[config.mk]
export PLATFORM = sky130hd
export DESIGN_NAME = rpct_nway
export DESIGN_NICKNAME = d
export VERILOG_FILES = /design/src/rtl/bp_pkg.sv /design/src/rtl/plru_tree.sv /design/src/rtl/rpct_nway.sv
export SDC_FILE = /design/constraint.sdc
export NUM_CORES = 2
export LEC_CHECK = 0
export BUFFER_PORTS_ARGS = -buffer_cell sky130_fd_sc_hd__buf_2
export CORE_AREA = 2 2 401 403
export DETAILED_ROUTE_END_ITERATION = 8
export DIE_AREA = 0 0 403 405
export PLACE_DENSITY = 0.81
export SYNTH_ARGS = -nofsm -noshare
export SYNTH_HDL_FRONTEND = slang
export SYNTH_SLANG_ARGS = --single-unit
[constraint.sdc]
create_clock -name clk -period 8.9 [get_ports clk]
set_input_delay 1.78 -clock clk [delete_from_list [all_inputs] [get_ports clk]]
set_output_delay 1.78 -clock clk [all_outputs]
set_load 0.01 [all_outputs]
[src/rtl/bp_pkg.sv]
// Shared branch-prediction types and helpers.
//   addr_t    : 32-bit instruction address
//   state_t   : return-PC table sweep FSM states
//   meta_t    : one table entry (valid bit + tag)
//   get_index : set index = pc[2+index_bits-1:2] (zero-extended)
//   get_tag   : tag = pc[31:2+index_bits] (zero-extended to TAG_MAX bits)
package bp_pkg;

    typedef logic [31:0] addr_t;

    typedef enum logic {
        INIT = 1'b0,
        RUN  = 1'b1
    } state_t;

    // Widest possible tag (one index bit). Narrower tags are stored
    // zero-extended, so equality compares remain exact.
    localparam int TAG_MAX = 29;

    typedef struct packed {
        logic               valid;
        logic [TAG_MAX-1:0] tag;
    } meta_t;

    function automatic addr_t get_index(input addr_t pc, input int index_bits);
        addr_t mask;
        mask = (addr_t'(1) << index_bits) - addr_t'(1);
        return (pc >> 2) & mask;
    endfunction

    function automatic logic [TAG_MAX-1:0] get_tag(input addr_t pc, input int index_bits);
        addr_t shifted;
        shifted = pc >> (2 + index_bits);
        return shifted[TAG_MAX-1:0];
    endfunction

endpackage

[src/rtl/plru_tree.sv]
// Tree pseudo-LRU for one set, purely combinational.
//   plru_bits : current node bits, node n has children 2n+1 / 2n+2
//   touch_way : way being marked most-recently-used
//   victim    : way selected by walking the tree (0 = left, 1 = right)
//   plru_next : node bits after touching touch_way; every node on the
//               path points away from it (went left -> 1, right -> 0)
module plru_tree #(
    parameter int WAYS = 4,
    localparam int WAY_BITS = $clog2(WAYS)
) (
    input  logic [WAYS-2:0]     plru_bits,
    input  logic [WAY_BITS-1:0] touch_way,
    output logic [WAY_BITS-1:0] victim,
    output logic [WAYS-2:0]     plru_next
);

    // Only internal nodes (0..WAYS-2) are ever used as an index, so a
    // WAY_BITS-wide node number is enough; the child computed after the
    // last level overflows harmlessly and is never read.
    always_comb begin
        logic [WAY_BITS-1:0] node;
        logic                dir;
        node   = '0;
        dir    = 1'b0;
        victim = '0;
        for (int l = 0; l < WAY_BITS; l++) begin
            dir = plru_bits[node];
            victim[WAY_BITS-1-l] = dir;
            node = (node << 1) + WAY_BITS'(1) + WAY_BITS'(dir);
        end
    end

    // The way number read MSB-first is the left/right path from the root.
    always_comb begin
        logic [WAY_BITS-1:0] node;
        logic                dir;
        node      = '0;
        dir       = 1'b0;
        plru_next = plru_bits;
        for (int l = 0; l < WAY_BITS; l++) begin
            dir = touch_way[WAY_BITS-1-l];
            plru_next[node] = ~dir;
            node = (node << 1) + WAY_BITS'(1) + WAY_BITS'(dir);
        end
    end

endmodule

[src/rtl/rpct_nway.sv]
// N-way set-associative return-PC table. Remembers the PCs of jr $ra /
// jalr instructions so fetch can flag them early.
//   clk, reset    : clock, synchronous active-high reset
//   init_busy     : 1 while the clearing sweep runs (state INIT)
//   lookup_valid  : fetch lookup request, lookup_pc = PC of slot 0
//   hit           : per-slot hit for pc + 4k, combinational
//   upd_valid     : execute update, upd_inval selects invalidate/insert
//   upd_pc        : PC of the jr/jalr being updated
//   flush         : restart the clearing sweep
//
// Request semantics: lookup_valid and upd_valid are single-cycle requests
// with no ready; in RUN they are always accepted at the next posedge, in
// INIT (and in a cycle with flush or reset) they are dropped without any
// state change. Writes are visible to lookups from the following cycle.
module rpct_nway
    import bp_pkg::*;
#(
    parameter int ASSOCIATIVITY = 4,
    parameter int SET_NUM       = 16,
    parameter int FETCH_WIDTH   = 2
) (
    input  logic                   clk,
    input  logic                   reset,
    output logic                   init_busy,
    input  logic                   lookup_valid,
    input  addr_t                  lookup_pc,
    output logic [FETCH_WIDTH-1:0] hit,
    input  logic                   upd_valid,
    input  logic                   upd_inval,
    input  addr_t                  upd_pc,
    input  logic                   flush
);

    localparam int INDEX_BITS = $clog2(SET_NUM);
    localparam int WAY_BITS   = $clog2(ASSOCIATIVITY);

    // ------------------------------------------------------------------
    // Storage
    // ------------------------------------------------------------------
    meta_t                    meta [SET_NUM][ASSOCIATIVITY];
    logic [ASSOCIATIVITY-2:0] plru [SET_NUM];

    // ------------------------------------------------------------------
    // Sweep FSM
    // ------------------------------------------------------------------
    state_t                  state, state_nxt;
    logic [INDEX_BITS-1:0]   sweep_cnt, sweep_cnt_nxt;

    always_ff @(posedge clk) begin
        if (reset) begin
            state     <= INIT;
            sweep_cnt <= '0;
        end else begin
            state     <= state_nxt;
            sweep_cnt <= sweep_cnt_nxt;
        end
    end

    always_comb begin
        state_nxt     = state;
        sweep_cnt_nxt = sweep_cnt;
        if (flush) begin
            state_nxt     = INIT;
            sweep_cnt_nxt = '0;
        end else if (state == INIT) begin
            sweep_cnt_nxt = sweep_cnt + INDEX_BITS'(1);
            if (sweep_cnt == INDEX_BITS'(SET_NUM - 1)) begin
                state_nxt = RUN;
            end
        end
    end

    assign init_busy = (state == INIT);

    // Table changes are only allowed in RUN and never in a cycle that is
    // itself restarting the sweep.
    logic run_write;
    assign run_write = (state == RUN) && !reset && !flush;

    // ------------------------------------------------------------------
    // Lookup: one read port per slot
    // ------------------------------------------------------------------
    logic [INDEX_BITS-1:0]    slot_idx      [FETCH_WIDTH];
    logic [TAG_MAX-1:0]       slot_tag      [FETCH_WIDTH];
    logic [ASSOCIATIVITY-1:0] slot_way_hit  [FETCH_WIDTH];

    always_comb begin
        addr_t spc;
        for (int k = 0; k < FETCH_WIDTH; k++) begin
            spc         = lookup_pc + addr_t'(4 * k);
            slot_idx[k] = INDEX_BITS'(get_index(spc, INDEX_BITS));
            slot_tag[k] = get_tag(spc, INDEX_BITS);
            for (int w = 0; w < ASSOCIATIVITY; w++) begin
                slot_way_hit[k][w] = meta[slot_idx[k]][w].valid &&
                                     (meta[slot_idx[k]][w].tag == slot_tag[k]);
            end
            hit[k] = lookup_valid && (state == RUN) && (|slot_way_hit[k]);
        end
    end

    // Lowest hitting slot wins the single PLRU touch port; the descending
    // scans let lower slots / ways overwrite higher ones.
    logic                  lk_touch;
    logic [INDEX_BITS-1:0] lk_set;
    logic [WAY_BITS-1:0]   lk_way;

    always_comb begin
        lk_touch = |hit;
        lk_set   = '0;
        lk_way   = '0;
        for (int k = FETCH_WIDTH - 1; k >= 0; k--) begin
            if (hit[k]) begin
                lk_set = slot_idx[k];
                for (int w = ASSOCIATIVITY - 1; w >= 0; w--) begin
                    if (slot_way_hit[k][w]) begin
                        lk_way = WAY_BITS'(w);
                    end
                end
            end
        end
    end

    logic [ASSOCIATIVITY-2:0] lk_plru_cur, lk_plru_next;
    logic [WAY_BITS-1:0]      lk_victim_unused;

    assign lk_plru_cur = plru[lk_set];

    plru_tree #(.WAYS(ASSOCIATIVITY)) u_lk_tree (
        .plru_bits (lk_plru_cur),
        .touch_way (lk_way),
        .victim    (lk_victim_unused),
        .plru_next (lk_plru_next)
    );

    // ------------------------------------------------------------------
    // Update: insert / invalidate
    // ------------------------------------------------------------------
    logic [INDEX_BITS-1:0]    upd_idx;
    logic [TAG_MAX-1:0]       upd_tag;
    logic                     upd_match_any, upd_inv_any;
    logic [WAY_BITS-1:0]      upd_match_way, upd_inv_way, upd_victim, upd_way;
    logic [ASSOCIATIVITY-2:0] upd_plru_cur, upd_plru_next;

    assign upd_idx      = INDEX_BITS'(get_index(upd_pc, INDEX_BITS));
    assign upd_tag      = get_tag(upd_pc, INDEX_BITS);
    assign upd_plru_cur = plru[upd_idx];

    always_comb begin
        upd_match_any = 1'b0;
        upd_match_way = '0;
        upd_inv_any   = 1'b0;
        upd_inv_way   = '0;
        for (int w = ASSOCIATIVITY - 1; w >= 0; w--) begin
            if (meta[upd_idx][w].valid && (meta[upd_idx][w].tag == upd_tag)) begin
                upd_match_any = 1'b1;
                upd_match_way = WAY_BITS'(w);
            end
            if (!meta[upd_idx][w].valid) begin
                upd_inv_any = 1'b1;
                upd_inv_way = WAY_BITS'(w);
            end
        end
        // Re-inserting a resident PC only refreshes it; otherwise fill a
        // free way before evicting anything.
        if (upd_match_any) begin
            upd_way = upd_match_way;
        end else if (upd_inv_any) begin
            upd_way = upd_inv_way;
        end else begin
            upd_way = upd_victim;
        end
    end

    plru_tree #(.WAYS(ASSOCIATIVITY)) u_upd_tree (
        .plru_bits (upd_plru_cur),
        .touch_way (upd_way),
        .victim    (upd_victim),
        .plru_next (upd_plru_next)
    );

    // ------------------------------------------------------------------
    // Table write port. The sweep has no reset of its own: reset only
    // restarts the FSM, which then clears one set per cycle.
    // ------------------------------------------------------------------
    always_ff @(posedge clk) begin
        if (!reset) begin
            if (state == INIT) begin
                for (int w = 0; w < ASSOCIATIVITY; w++) begin
                    meta[sweep_cnt][w] <= '0;
                end
                plru[sweep_cnt] <= '0;
            end else if (run_write) begin
                // Lookup touch first so an update to the same set overrides it.
                if (lk_touch) begin
                    plru[lk_set] <= lk_plru_next;
                end
                if (upd_valid) begin
                    if (upd_inval) begin
                        if (upd_match_any) begin
                            meta[upd_idx][upd_match_way].valid <= 1'b0;
                        end
                    end else begin
                        meta[upd_idx][upd_way] <= '{valid: 1'b1, tag: upd_tag};
                        plru[upd_idx]          <= upd_plru_next;
                    end
                end
            end
        end
    end

endmodule

==> qor.csv <==
metric,value,unit
outcome,"complete, but fails checks",
violations,"design-rule violations, max-capacitance violations, negative setup slack",
num_rows,147,
leakage,40.1,nW
hold_violations,0,
netlist_area,103000,um^2
cts_resized,0,
swShare,25.3,%
clock_sinks,1781,
final_nets,6216,
power_density,168,nW/um^2
min_period_over_period,101,%
finish.utilization,72.1,%
portBuffers,68,
hold_path_class,reg2reg,
ioPinCount,73,
crit_fanout,29,
critPathLaunchType,primary input,
critPathBufInv,4,
routed_wl,396000,um
tightest_slew,1.49,ns
worstSetupEndpointType,output pin,
hpwl,249000,um
drive_gt1_share,38.3,%
placed_area,109000,um^2
ys_ff_latch,1781,
grt_pass1_vias,71101,
wl_per_cell,47.1,um
setup_viol,1,
yosysSeqAreaShare,51.9,%
p_int,14.4,mW
overflow,0,
drt_iter0_markers,14876,
fin_ws,-0.0572,ns
vias_per_cell,8.62,
layout.cells.non_filler,8408,
slew-limit-headroom,0.00308,%
period_needed,8.96,ns
synth_top_area_cell,edfxtp_1,
dp_cells,8048,
track_usage,49.2,%
area_growth,11.6,%
die_y,405,um
rsz0062_at_grt,false,
synth_edf_count,1776,
syn_avg_cell_area,17.4,um^2
crit_path_top_delay_cell,a211oi_1,
hold_slack,0.659,ns
antenna_found_initial,25,
p_comb_share,11.2,%
power_frac_clock,41.2,%
grt_max_degree,101,
tritoncts,built,
cts_root_buffer,clkbuf_16,
start_util,64.6,%
die_area,163000,um^2
place_congestion,1.08,
postCtsHoldBufs,0,
clkTransAtPathRegs,0.06,ns
max-vdd-ir-drop,0.206,mV
critical-path-max-stage-delay,1.21,ns
skew,0.0555,ns
core,159000,um^2
htree_num_levels,4,
cts_setup_buffers,0,
synth_flop_cell,edfxtp_1,
yosysWarnings,0,
grt_first_pass_wirelength,548000,um
vias,72488,
worstPathRequired,7.12,ns
path_cells,buf_8 -> ha_4 -> nand2b_1 -> o21bai_4 -> buf_4 -> a21boi_0 -> a211oi_1 -> xnor2_1 -> nand4_1 -> nor3_1 -> nand3_1 -> buf_4 -> nand2_1 -> nor2_1 -> nor2_1 -> buf_2,
max_freq,112,MHz
synthArstFlopShare,0,%
syn_inst,5919,
yosys-top-cells-area,"edfxtp_1, mux4_2, xnor2_1",
seq_power_share,47.5,%
arrival,7.18,ns
chipWidth,403,um
switching_power,4.88,mW
drt_pass1_iterations,9,
clk_latency,0.89,ns
ant_nets,0,
route.detailed.drc,3,
yosys.area.top_type_share,51.8,%
critPathKind,in2out,
postLayoutCellArea,115000,um^2
cts_buffer_depth,3,
syn_nets,5991,
maxCapViolations,1,
slew_violations,0,
crit_family,simple AND/OR/NAND/NOR gates,
synth_cell_types,107,
cts_buffers,180,
## worst register-to-register path, delay by kind of cell (launching register included)
family / cells / cell delay, ns
AND/OR/NAND/NOR: 4 / 1.80
flip-flops: 1 / 0.46
XOR/XNOR: 1 / 0.33
multiplexers: 2 / 1.16
buffers and inverters: 3 / 0.65
AO/OA/AOI/OAI: 8 / 1.39
## per-layer routing
layer / wire length, um / share of wire, % / track usage [%] / vias to the layer above
li1: - / - / - / 25892
met1: 113000 / 28 / 59.4 / 35903
met2: 165000 / 42 / 67.7 / 8440
met3: 76700 / 19 / 23.8 / 2209
met4: 41000 / 10 / 38.5 / 44
met5: 689 / 0.17 / 2.02 / -
## power by group through the flow
stage | clock network [mW] | logic [mW] | registers, mW
2_1_floorplan | 0 | 1.25 | 9.33
3_3_place_gp | 0 | 2.03 | 9.34
3_5_place_dp | 0 | 2.04 | 9.35
4_1_cts | 7.92 | 2.05 | 9.17
5_1_grt | 8.23 | 2.16 | 9.17
6_report | 7.95 | 2.17 | 9.17
## state kept, by name, summed over array words and instances, names as in the netlist
signal     flops
state          1
sweep_cnt      4
plru          48
meta        1728
## layout by cell type, fill, tap and decap left out, types with 19 or more instances in the layout
master,netlist,layout
and3_1,33,33
xnor2_1,262,259
nand3_1,66,66
clkinv_1,0,41
bufinv_16,0,25
o21ai_0,39,39
buf_4,65,391
and2_1,58,57
a22oi_1,60,60
nand4_1,87,87
nor3_1,56,56
a211oi_1,33,32
mux2i_1,189,188
a31oi_1,50,50
nand2b_1,26,26
nor4_1,52,52
nor2_1,265,168
clkbuf_1,193,25
a21oi_1,60,45
edfxtp_1,1776,1776
mux4_2,1391,1391
nand2_1,267,263
clkinv_2,0,37
xor2_1,79,78
a21boi_0,80,80
clkbuf_16,0,181
diode_2,0,23
a22o_1,66,66
a2111oi_0,19,19
buf_2,106,60
buf_12,1,88
inv_1,56,53
nor2_4,0,95
a221oi_1,37,37
## layout make-up
type | count | area (um^2)
Antenna cell | 23 | 57.6
Inverter | 57 | 218
Clock inverter | 131 | 1530
Tap cell | 2086 | 2610
Timing Repair Buffer | 547 | 5110
Clock buffer | 206 | 4620
Sequential cell | 1781 | 53400
Fill cell | 9260 | 44400
Multi-Input combinational cell | 3577 | 47300
## Yosys cell counts, types with 54 or more instances
cell and number:
edfxtp_1 1776, mux4_2 1391, nand2_1 267, nor2_1 265, xnor2_1 262, clkbuf_1 193, mux2i_1 189, buf_2 106
nand4_1 87, buf_6 83, a21boi_0 80, xor2_1 79, a22o_1 66, nand3_1 66, buf_4 65, a21oi_1 60
a22oi_1 60, and2_1 58, inv_1 56, nor3_1 56, buf_1 54
## per-stage QoR
step	total power [mW]	setup slack, ns	setup TNS (ns)
3_5_place_dp	11.4	0.502	0
6_report	19.3	-0.0572	-0.0572
2_1_floorplan	10.6	1.08	0
3_3_place_gp	11.4	0.539	0
4_1_cts	19.1	0.464	0
5_1_grt	19.6	0.114	0
## cell families (layout without fill, tap and decap cells)
logic type,after synthesis,after routing,share of synthesized area (%)
flip-flops,1781,1781,51.9
multiplexers,1600,1600,32.5
AND/OR/NAND/NOR,1031,1031,5.01
AO/OA/AOI/OAI,600,600,4.51
buffers and inverters,561,941,3.05
XOR/XNOR,344,344,2.96
adder cells (fa/ha/maj),2,2,0.0243
other,0,23,0
## worst paths after layout
| check | slack [ns] | end | depth (start not counted) | start |
|---|---|---|---|---|
| worst min-delay path | 0.66 | state | 2 | sweep_cnt[3] |
| worst min register to register | 0.66 | state | 2 | sweep_cnt[3] |
| worst max register to register | 2.83 | plru[0][2] | 18 | meta[15][93] |
| worst max-delay path | -0.06 | hit[1] | 16 | lookup_pc[3] |
No activity file was read; power rests on OpenSTA's default activity.
